**config.mk**
```make
export PLATFORM = sky130hd
export DESIGN_NAME = regfile_dump_reader
export DESIGN_NICKNAME = d
export VERILOG_FILES = /design/src/rtl/regdump_pkg.sv /design/src/rtl/regfile_dump_reader.sv
export SDC_FILE = /design/constraint.sdc
export NUM_CORES = 1
export LEC_CHECK = 0
export CAP_MARGIN = 30
export CORE_AREA = 5 5 85 87
export DETAILED_ROUTE_END_ITERATION = 8
export DIE_AREA = 0 0 90 92
export PLACE_DENSITY_LB_ADDON = 0.3
export SYNTH_ARGS = -nofsm -noshare
export SYNTH_HDL_FRONTEND = slang
export SYNTH_SLANG_ARGS = --single-unit
export TNS_END_PERCENT = 20
```
**constraint.sdc**
```tcl
create_clock -name clk -period 1.7 [get_ports clk]
set_input_delay 0.425 -clock clk [delete_from_list [all_inputs] [get_ports clk]]
set_output_delay 0.425 -clock clk [all_outputs]
set_load 0.05 [all_outputs]
```
**src/rtl/regdump_pkg.sv**
```systemverilog
// Shared types and constants for the register-file dump reader.
package regdump_pkg;

    localparam int unsigned NREGS  = 32;
    localparam int unsigned RIDX_W = 5;
    localparam int unsigned DW     = 32;
    localparam int unsigned BEAT_W = RIDX_W + 1;

    typedef enum logic [1:0] {
        IDLE = 2'd0,
        LOAD = 2'd1,
        SEND = 2'd2,
        DONE = 2'd3
    } state_e;

    // Number of beats in a wrap-around range first..last (1..NREGS).
    function automatic logic [BEAT_W-1:0] beat_count(input logic [RIDX_W-1:0] first,
                                                     input logic [RIDX_W-1:0] last);
        logic [RIDX_W-1:0] span;
        span = last - first;
        return BEAT_W'(span) + BEAT_W'(1);
    endfunction

endpackage

```
**src/rtl/regfile_dump_reader.sv**
```systemverilog
// Walks a wrap-around register index range, samples the register file through
// one combinational read port and streams {index, data} beats over valid/ready.
// Optional running XOR checksum enabled by defining REGDUMP_CHECKSUM_EN.
module regfile_dump_reader
    import regdump_pkg::*;
(
    input  logic              clk,
    input  logic              rst_n,
    input  logic              start,
    input  logic [4:0]        first_idx,
    input  logic [4:0]        last_idx,
    output logic              busy,
    output logic              done,
    output logic [4:0]        rf_raddr,
    input  logic [31:0]       rf_rdata,
    output logic              out_valid,
    input  logic              out_ready,
    output logic [4:0]        out_idx,
    output logic [31:0]       out_data,
    output logic              out_last,
    output logic [31:0]       checksum
);

    state_e              state_q, state_d;
    logic [RIDX_W-1:0]   cur_idx_q, cur_idx_d;
    logic [RIDX_W-1:0]   end_idx_q, end_idx_d;
    logic                busy_q, busy_d;
    logic                done_q, done_d;
    logic                out_valid_q, out_valid_d;
    logic [RIDX_W-1:0]   out_idx_q, out_idx_d;
    logic [DW-1:0]       out_data_q, out_data_d;
    logic                out_last_q, out_last_d;
`ifdef REGDUMP_CHECKSUM_EN
    logic [DW-1:0]       checksum_q, checksum_d;
`endif

    // Next-state and datapath update for the dump walk.
    always_comb begin
        state_d     = state_q;
        cur_idx_d   = cur_idx_q;
        end_idx_d   = end_idx_q;
        busy_d      = busy_q;
        done_d      = 1'b0;
        out_valid_d = out_valid_q;
        out_idx_d   = out_idx_q;
        out_data_d  = out_data_q;
        out_last_d  = out_last_q;
`ifdef REGDUMP_CHECKSUM_EN
        checksum_d  = checksum_q;
`endif
        case (state_q)
            IDLE: begin
                if (start) begin
                    cur_idx_d  = first_idx;
                    end_idx_d  = last_idx;
                    busy_d     = 1'b1;
`ifdef REGDUMP_CHECKSUM_EN
                    checksum_d = '0;
`endif
                    state_d    = LOAD;
                end
            end
            LOAD: begin
                out_data_d  = rf_rdata;
                out_idx_d   = cur_idx_q;
                out_last_d  = (cur_idx_q == end_idx_q);
                out_valid_d = 1'b1;
                state_d     = SEND;
            end
            SEND: begin
                if (out_valid_q && out_ready) begin
                    out_valid_d = 1'b0;
`ifdef REGDUMP_CHECKSUM_EN
                    checksum_d  = checksum_q ^ out_data_q;
`endif
                    if (out_last_q) begin
                        busy_d  = 1'b0;
                        done_d  = 1'b1;
                        state_d = DONE;
                    end else begin
                        cur_idx_d = cur_idx_q + RIDX_W'(1);
                        state_d   = LOAD;
                    end
                end
            end
            DONE: begin
                state_d = IDLE;
            end
            default: begin
                state_d = IDLE;
            end
        endcase
    end

    // State and output registers; reset aborts any dump in flight.
    always_ff @(posedge clk or negedge rst_n) begin
        if (!rst_n) begin
            state_q     <= IDLE;
            cur_idx_q   <= '0;
            end_idx_q   <= '0;
            busy_q      <= 1'b0;
            done_q      <= 1'b0;
            out_valid_q <= 1'b0;
            out_idx_q   <= '0;
            out_data_q  <= '0;
            out_last_q  <= 1'b0;
        end else begin
            state_q     <= state_d;
            cur_idx_q   <= cur_idx_d;
            end_idx_q   <= end_idx_d;
            busy_q      <= busy_d;
            done_q      <= done_d;
            out_valid_q <= out_valid_d;
            out_idx_q   <= out_idx_d;
            out_data_q  <= out_data_d;
            out_last_q  <= out_last_d;
        end
    end

`ifdef REGDUMP_CHECKSUM_EN
    // Running XOR of handshaken beat data.
    always_ff @(posedge clk or negedge rst_n) begin
        if (!rst_n) begin
            checksum_q <= '0;
        end else begin
            checksum_q <= checksum_d;
        end
    end

    assign checksum = checksum_q;
`else
    assign checksum = '0;
`endif

    assign rf_raddr  = cur_idx_q;
    assign busy      = busy_q;
    assign done      = done_q;
    assign out_valid = out_valid_q;
    assign out_idx   = out_idx_q;
    assign out_data  = out_data_q;
    assign out_last  = out_last_q;

endmodule

```
==> flow_summary.rst, run 1 <==
.. list-table::
   :header-rows: 1

   * - Metric
     - Value
   * - Run status
     - completed
   * - Post-CTS setup repair buffer count
     - 0
   * - Number of maximum-capacitance violations
     - 0
   * - Count of nets after finishing
     - about 420
   * - Detailed-route vias per instance
     - 4.48
   * - Final global-route overflow total
     - 0
   * - CTS clock-pin slew for the worst setup and hold paths
     - 0.09 ns
   * - Post-CTS Hold Buffers
     - 0
   * - Count of pins on the block boundary
     - 124
   * - Number of endpoints failing setup at the final stage
     - 0
   * - Post-detailed-route count of antenna-violating nets
     - 0
   * - DR WL/cell
     - between 10 and 15 um
   * - Number of DRC violations after detailed-routing iteration 0
     - 68
   * - Routability Congestion
     - around 0.79
   * - Routed vias
     - 2001
   * - Count of flip-flops with a built-in enable after synthesis
     - 0
   * - Routed metal-1 wire length
     - between 2000 and 2500 um
   * - Core region area
     - 6280 um^2
   * - Cell types occupying the most area after synthesis
     - dfrtp_1, nand2_1, buf_4, mux2_2, xnor2_1
   * - CTS H-Tree Depth
     - 2
   * - Number of synthesized register bits
     - 53
   * - Via count of the first global-routing pass
     - approximately 2k
   * - Ratio of final minimum period to clock period
     - 0.973
   * - Starting density of the core
     - 0.391
   * - Design area
     - around 3500 um^2
   * - Hold Crit Class
     - input pin to async pin
   * - Initial antenna violation count
     - 0
   * - Worst setup skew after layout
     - 0.00564 ns
   * - Proportion of synthesized flip-flops having asynchronous set or reset
     - 1.00
   * - Post-synthesis sequential area ratio
     - 0.540
   * - Detailed-route DRC error count
     - 0
   * - Main synth FF type
     - dfrtp_1
   * - Routed met3 length
     - 623 um
   * - Final min period
     - 1.65 ns
   * - Maximum operating frequency
     - 604 MHz
   * - Reg2Reg Launch Point
     - state_q[1]
   * - Quantity of I/O buffers inserted on ports
     - 91
   * - Number of hold violations in the final report
     - 0
   * - Routed length on met2
     - between 2000 and 3000 um
   * - Type of element capturing the critical path
     - flop
   * - Area after DPL
     - 3410 um^2
   * - Vertical die dimension
     - slightly above 90 um
   * - Synthesis warning total
     - 0
   * - Power density over cell area
     - 2280 nW/um^2
   * - Crit path kind
     - input pin to flop
   * - Wire length reported by the detailed router
     - 5850 um
   * - Area overhead of the layout relative to synthesis
     - 43.5%
   * - Average footprint of a synthesized cell
     - around 9 um^2
   * - Post-Syn Instances
     - ~270
   * - Crit path required time
     - approximately 1.9 ns
   * - Slew Viols, Final
     - 0
   * - Maximum number of pins on one net before global-route repair
     - 54
   * - Clock tree from TritonCTS
     - done
   * - Sinks on Clock Net
     - 53
   * - Critical path launch point type
     - input pin
   * - First-pass GRT wire length
     - 9860 um
   * - Cell type with the highest aggregate area in the netlist
     - dfrtp_1
   * - Largest vdd supply drop
     - 1110 uV
   * - Distinct cell type count of the synthesized netlist
     - 30
   * - Pleak
     - between 1.5 and 2 nW
   * - Gr usage total
     - 0.143
   * - Timing startpoint of the critical path
     - out_ready
   * - Cell area after synthesis
     - approximately 2500 um^2
   * - Share of the synthesized area in the top cell type
     - 0.540
   * - Clock insertion delay at the later pin of the skew report
     - 0.30 ns
   * - Maximum number of buffers from clock root to sink
     - 2
   * - RSZ-0062 raised after global routing
     - false
   * - Post-DP HPWL
     - 4490 um
   * - Share of cells above drive strength 1
     - 0.222
   * - First-pass iteration count of the detailed router
     - 4
   * - Total die area
     - 8280 um^2
   * - Post-layout power
     - 8.02 mW
   * - Worst-path maximum fanout
     - 5
   * - Top Metal Used
     - met4
   * - Final core utilization
     - 0.561
   * - Number of diodes added for antenna fixing
     - 0
   * - TritonCTS buffer count
     - 5
   * - Cell Rows
     - 29
   * - Library cell used as clock root buffer
     - clkbuf_8
   * - Width of the die
     - 90 um
   * - Data arrival time of the critical path
     - around 1.9 ns
-- where the power goes --
group | switching, mW | internal (mW)
sequential | 0.455 | 1.87
clock | 0.392 | 0.369
combinational | 3.17 | 1.76
total | 4.02 | 4.00
-- worst paths after layout --
kind,end,slack [ns],depth (start not counted)
setup / recovery,rf_raddr[1],0.05,4
min in group clk,out_data[11],0.48,2
hold reg to reg,out_data[11],0.48,2
hold / removal,out_data[1],0.09,2
max in group asynchronous,out_data[7],1.35,2
setup reg to reg,rf_raddr[3],0.16,4
-- flip-flops by register name, summed over array words and instances (netlist names) --
register	count
out_data	32
busy	1
done	1
state_q	2
out_valid	1
end_idx_q	5
out_last	1
out_idx	5
rf_raddr	5
-- synth_stat cells, drive strengths merged (2+ instances only) --
| library cell | instances |
|---|---|
| a21oi | 3 |
| a221oi | 2 |
| a31oi | 2 |
| buf | 38 |
| clkbuf | 6 |
| dfrtp | 53 |
| inv | 4 |
| mux2 | 7 |
| nand2 | 112 |
| nand2b | 4 |
| nand3 | 7 |
| nand4b | 2 |
| nor2 | 4 |
| nor2b | 2 |
| nor4b | 2 |
| o21ai | 3 |
| or3 | 3 |
| xnor2 | 5 |
-- layout make-up --
class | instances | area [um^2]
multi-input combinational | 198 | 947
tap | 77 | 96.3
inverter | 4 | 15.0
clock buffer | 7 | 96.3
sequential | 53 | 1330
clock inverter | 1 | 5.00
fill | 586 | 2760
timing repair buffer | 107 | 1040
-- logic make-up (layout without fill, tap and decap cells) --
kind of cell               count (synthesis)  after routing  synth area share
and+or+nand+nor                          137            137             0.233
DFF                                       53             53             0.540
buffers and inverters                     48            119             0.125
AOI/OAI and AO/OA                         16             16            0.0449
muxes                                      7              7            0.0321
xor gates and xnor gates                   5              5            0.0178
adders and majority gates                  1              1           0.00510
other                                      1             32           0.00153
-- metal layers --
layer | up-vias | track usage
li1 | 983 | -
met4 | 0 | 0.0335
met2 | 82 | 0.245
met5 | - | 0
met1 | 932 | 0.168
met3 | 4 | 0.0581
-- critical path: stages --
cell and delay [ns]:
clkdlybuf4s50_1 0.53, nand4b_1 0.25, a21oi_1 0.29, mux2_2 0.36
-- timing repair --
item,4_1_cts,5_1_grt
gates resized for setup,0,1
setup endpoints to repair,0,1
endpoints found under the hold margin,0,0
-- per-stage QoR --
stage                     cells  setup TNS (ns)  hold slack [ns]  setup WS, ns
final                       447               0           0.0927        0.0454
after global routing        447               0            0.113        0.0190
after CTS                   447               0            0.107        0.0548
after detailed placement    439           -1.75            0.441        -0.260
after global placement      439           -1.31            0.444        -0.206
after floorplan             299               0            0.129        0.0396
-- layout by cell type (no fill, tap or decap), types with 2 or more instances in the layout --
cell / instances
a21oi_1: 3
a31oi_1: 2
buf_12: 10
buf_4: 52
clkbuf_8: 7
clkdlybuf4s50_1: 44
conb_1: 32
dfrtp_1: 53
inv_1: 4
mux2_2: 7
nand2_1: 112
nand2b_1: 4
nand3_1: 7
nand4b_1: 2
nor2_1: 3
nor4b_1: 2
o21ai_0: 3
or3_1: 3
xnor2_1: 5
Note: power is estimated with default switching activity, not from simulation.
==> run 2: changes to the inputs <==
--- a/config.mk
+++ b/config.mk
@@ -9,6 +9,7 @@
 export CORE_AREA = 5 5 85 87
 export DETAILED_ROUTE_END_ITERATION = 8
 export DIE_AREA = 0 0 90 92
+export GPL_TIMING_DRIVEN = 0
 export PLACE_DENSITY_LB_ADDON = 0.3
 export SYNTH_ARGS = -nofsm -noshare
 export SYNTH_HDL_FRONTEND = slang
==> run 2 against run 1 <==
Net effect:
- combinational power decreased by 9.9%
- critical endpoint unchanged
- cell count up 6.0%
- critical path type unchanged
- design area is 2.7% higher
- largest cell class unchanged
- register-to-register slack improved by 0.04 ns
- fmax increased by 0.48%
- clock power shrank 13%
- critical path depth unchanged
- global-route usage increased by 0.23 points
- hold slack gained 0.035 ns
==> flow_summary.rst, run 2 (same netlist as run 1, synthesis figures left out) <==
.. list-table::
   :header-rows: 1

   * - Metric
     - Value
   * - Run status
     - completed
   * - Flip-flop count of the largest register after layout
     - 32 (unchanged)
   * - Commonest cells after routing, fill and taps aside
     - nand2_1, dfrtp_1, clkdlybuf4s50_1
   * - Flop2flop setup slack
     - 0.20 ns (+0.04 ns)
   * - Final total negative setup slack
     - 0 ns (unchanged)
   * - Footprint of the flip-flops and latches
     - 1330 um^2 (unchanged)
   * - Crit Reg-Reg Endpoint
     - end_idx_q[3]
   * - CTS clock-pin slew for the worst setup and hold paths
     - 0.09 ns (about the same)
   * - Pleak
     - 1.90 nW (+6.5%)
   * - Detailed-route vias per instance
     - 4.47 (-0.14%)
   * - Met3 usage in global routing
     - 0.0638 (+0.00573)
   * - Wire length reported by the detailed router
     - 6030 um (+3.1%)
   * - Slew Viols, Final
     - 0 (unchanged)
   * - Part of the total power dissipated in combinational logic
     - 0.604 (-0.011)
   * - Int Power
     - 3.43 mW (-14%)
   * - Number of diodes added for antenna fixing
     - 0 (unchanged)
   * - Final global-route overflow total
     - 0 (unchanged)
   * - Critical path launch point type
     - input pin
   * - Clock insertion delay at the later pin of the skew report
     - 0.30 ns (about the same)
   * - Area overhead of the layout relative to synthesis
     - 47.4%
   * - Via count of the first global-routing pass
     - 2135 (+4.6%)
   * - Transition time at the pin with the least slew margin
     - 0.601 ns
   * - Hold Crit Class
     - input pin to async pin
   * - Crit path kind
     - input pin to flop
   * - Post-detailed-route count of antenna-violating nets
     - 0 (unchanged)
   * - Initial antenna violation count
     - 0 (unchanged)
   * - Clock tree from TritonCTS
     - done
   * - Number of DRC violations after detailed-routing iteration 0
     - 49 (-28%)
   * - Data arrival time of the critical path
     - 1.84 ns (about the same)
   * - Worst setup skew after layout
     - 0.00650 ns (+0.000859 ns)
   * - Fraction of power consumed by the clock network
     - 0.090 (-0.005)
   * - Timing startpoint of the critical path
     - out_ready
   * - Most common cell after layout, fill and taps aside
     - nand2_1
   * - Largest vdd supply drop
     - 1200 uV (+8.5%)
   * - Routed vias
     - 2119 (+5.9%)
   * - CTS H-Tree Depth
     - 2 (unchanged)
   * - Combined area of the multi-input logic cells
     - 942 um^2 (-0.53%)
   * - Worst-path maximum fanout
     - 6 (+1)
   * - Maximum number of buffers from clock root to sink
     - 2 (unchanged)
   * - RSZ-0062 raised after global routing
     - true
   * - Total die area
     - 8280 um^2 (unchanged)
   * - Cell Rows
     - 29 (unchanged)
   * - Depth of the most critical reg-to-reg path
     - 4 (unchanged)
   * - Area after DPL
     - 3590 um^2 (+5.2%)
   * - TritonCTS buffer count
     - 5 (unchanged)
   * - Gr usage total
     - 0.145 (+0.00230)
   * - Final min period
     - 1.65 ns (-0.00798 ns)
   * - Number of endpoints failing setup at the final stage
     - 0 (unchanged)
   * - Post-DP HPWL
     - 4770 um (+6.2%)
   * - Worst slew margin relative to its limit
     - 0.600
   * - Starting density of the core
     - 0.391 (unchanged)
   * - Switching share of power
     - 0.534 (+0.0319)
   * - Count of nets after finishing
     - 445 (+7.0%)
   * - Routability Congestion
     - 0.783 (-1.3%)
   * - Most utilized layer in the global route result
     - met2
   * - First-pass iteration count of the detailed router
     - 4 (unchanged)
   * - Switching pwr
     - 3.92 mW (-2.5%)
   * - Number of hold violations in the final report
     - 0 (unchanged)
   * - Sinks on Clock Net
     - 53 (unchanged)
   * - Maximum operating frequency
     - 607 MHz (+0.48%)
   * - Post-CTS setup repair buffer count
     - 0 (unchanged)
   * - Quantity of I/O buffers inserted on ports
     - 91 (unchanged)
   * - GR met1 Demand/Resource
     - 0.164 (-0.00458)
   * - DR WL/cell
     - 12.7 um (-2.8%)
   * - Vertical die dimension
     - 92 um (unchanged)
   * - Width of the die
     - 90 um (unchanged)
   * - Reg2Reg Launch Point
     - state_q[1]
   * - Sequential fraction of design power
     - 0.307 (+0.017)
   * - Design area
     - 3620 um^2 (+2.7%)
   * - Power density over cell area
     - 2030 nW/um^2 (-11%)
   * - Core region area
     - 6280 um^2 (unchanged)
   * - Number of maximum-capacitance violations
     - 0 (unchanged)
   * - Filler cells
     - 593 (+1.2%)
   * - Library cell used as clock root buffer
     - clkbuf_8
   * - First-pass GRT wire length
     - 10100 um (+2.0%)
   * - Share of cells above drive strength 1
     - 0.154 (-0.0680)
   * - Detailed-route DRC error count
     - 0 (unchanged)
   * - Type of element capturing the critical path
     - flop
   * - Count of pins on the block boundary
     - 124 (unchanged)
   * - Pre-CTS setup slack
     - -0.279 ns (-0.0190 ns)
   * - Slack of the critical path
     - 0.0534 ns (+0.00798 ns)
   * - Met2 routing resource usage after global routing
     - 0.256 (+0.0110)
   * - Ratio of final minimum period to clock period
     - 0.969 (-0.00469)
   * - Maximum number of pins on one net before global-route repair
     - 29 (-46%)
   * - Crit path required time
     - 1.89 ns (about the same)
[run 2: cell types whose count changed in the layout (fill, tap and decap cells not counted), moves of 4 or more]
cell / delta
clkdlybuf4s15_2: +4
buf_4: -20
dlygate4sd2_1: +38
clkbuf_1: +6
buf_12: -9
buf_2: +5
[run 2: worst max-delay path: stages]
cell and delay (ns):
clkdlybuf4s50_1 0.53, nand4b_1 0.29, a21oi_2 0.25, mux2_2 0.34
[run 2: through the flow]
step | instances | utilization | power [mW] | hold slack, ns
global placement | 467 | 0.570 | 7.05 | 0.456
CTS | 474 | 0.577 | 7.46 | 0.151
floorplan | 299 | - | 5.54 | 0.129
global route | 474 | 0.576 | 7.88 | 0.168
finish | 474 | 0.576 | 7.35 | 0.128
detailed placement | 468 | 0.572 | 7.13 | 0.462
[run 2: layout make-up]
type / count / area share
inverter: 4 / 0.00415
buffer: 44 / 0.0806
clock buffer: 5 / 0.0190
tap: 77 / 0.0266
multi-input combinational: 198 / 0.260
clock inverter: 1 / 0.00138
timing repair buffer: 92 / 0.241
sequential: 53 / 0.367
[run 2: how the worst max path moves through the flow]
stage | slack, ns | cells after the start | endpoint
final | 0.05 | 4 | rf_raddr[1]
after CTS | 0.007 | 1 | out_valid
after global placement | -1.45 | 1 | out_data[26]
after floorplan | 0.04 | 4 | rf_raddr[4]
after global routing | -0.03 | 4 | rf_raddr[2]
after detailed placement | -0.28 | 4 | rf_raddr[1]
[run 2: timing repair]
item / in CTS / in global routing
pin swaps: 0 / 1
hold buffers: 0 / 0
setup endpoints to repair: 46 / 6
gates resized for setup: 56 / 5
[run 2: layer usage]
metal  up-vias  routed length [um]
li1       1044                   -
met1       979                2390
met2        88                3010
met3         8                 583
met4         0                  45
met5         -                   0
[run 2: power by group through the flow]
| stage | Sequential (mW) | Combinational, mW | Clock (mW) |
|---|---|---|---|
| after floorplan | 4.05 | 1.49 | 0 |
| after global placement | 2.29 | 4.76 | 0 |
| after detailed placement | 2.31 | 4.83 | 0 |
| after CTS | 2.27 | 4.50 | 0.687 |
| after global routing | 2.35 | 4.77 | 0.758 |
| final | 2.26 | 4.44 | 0.659 |
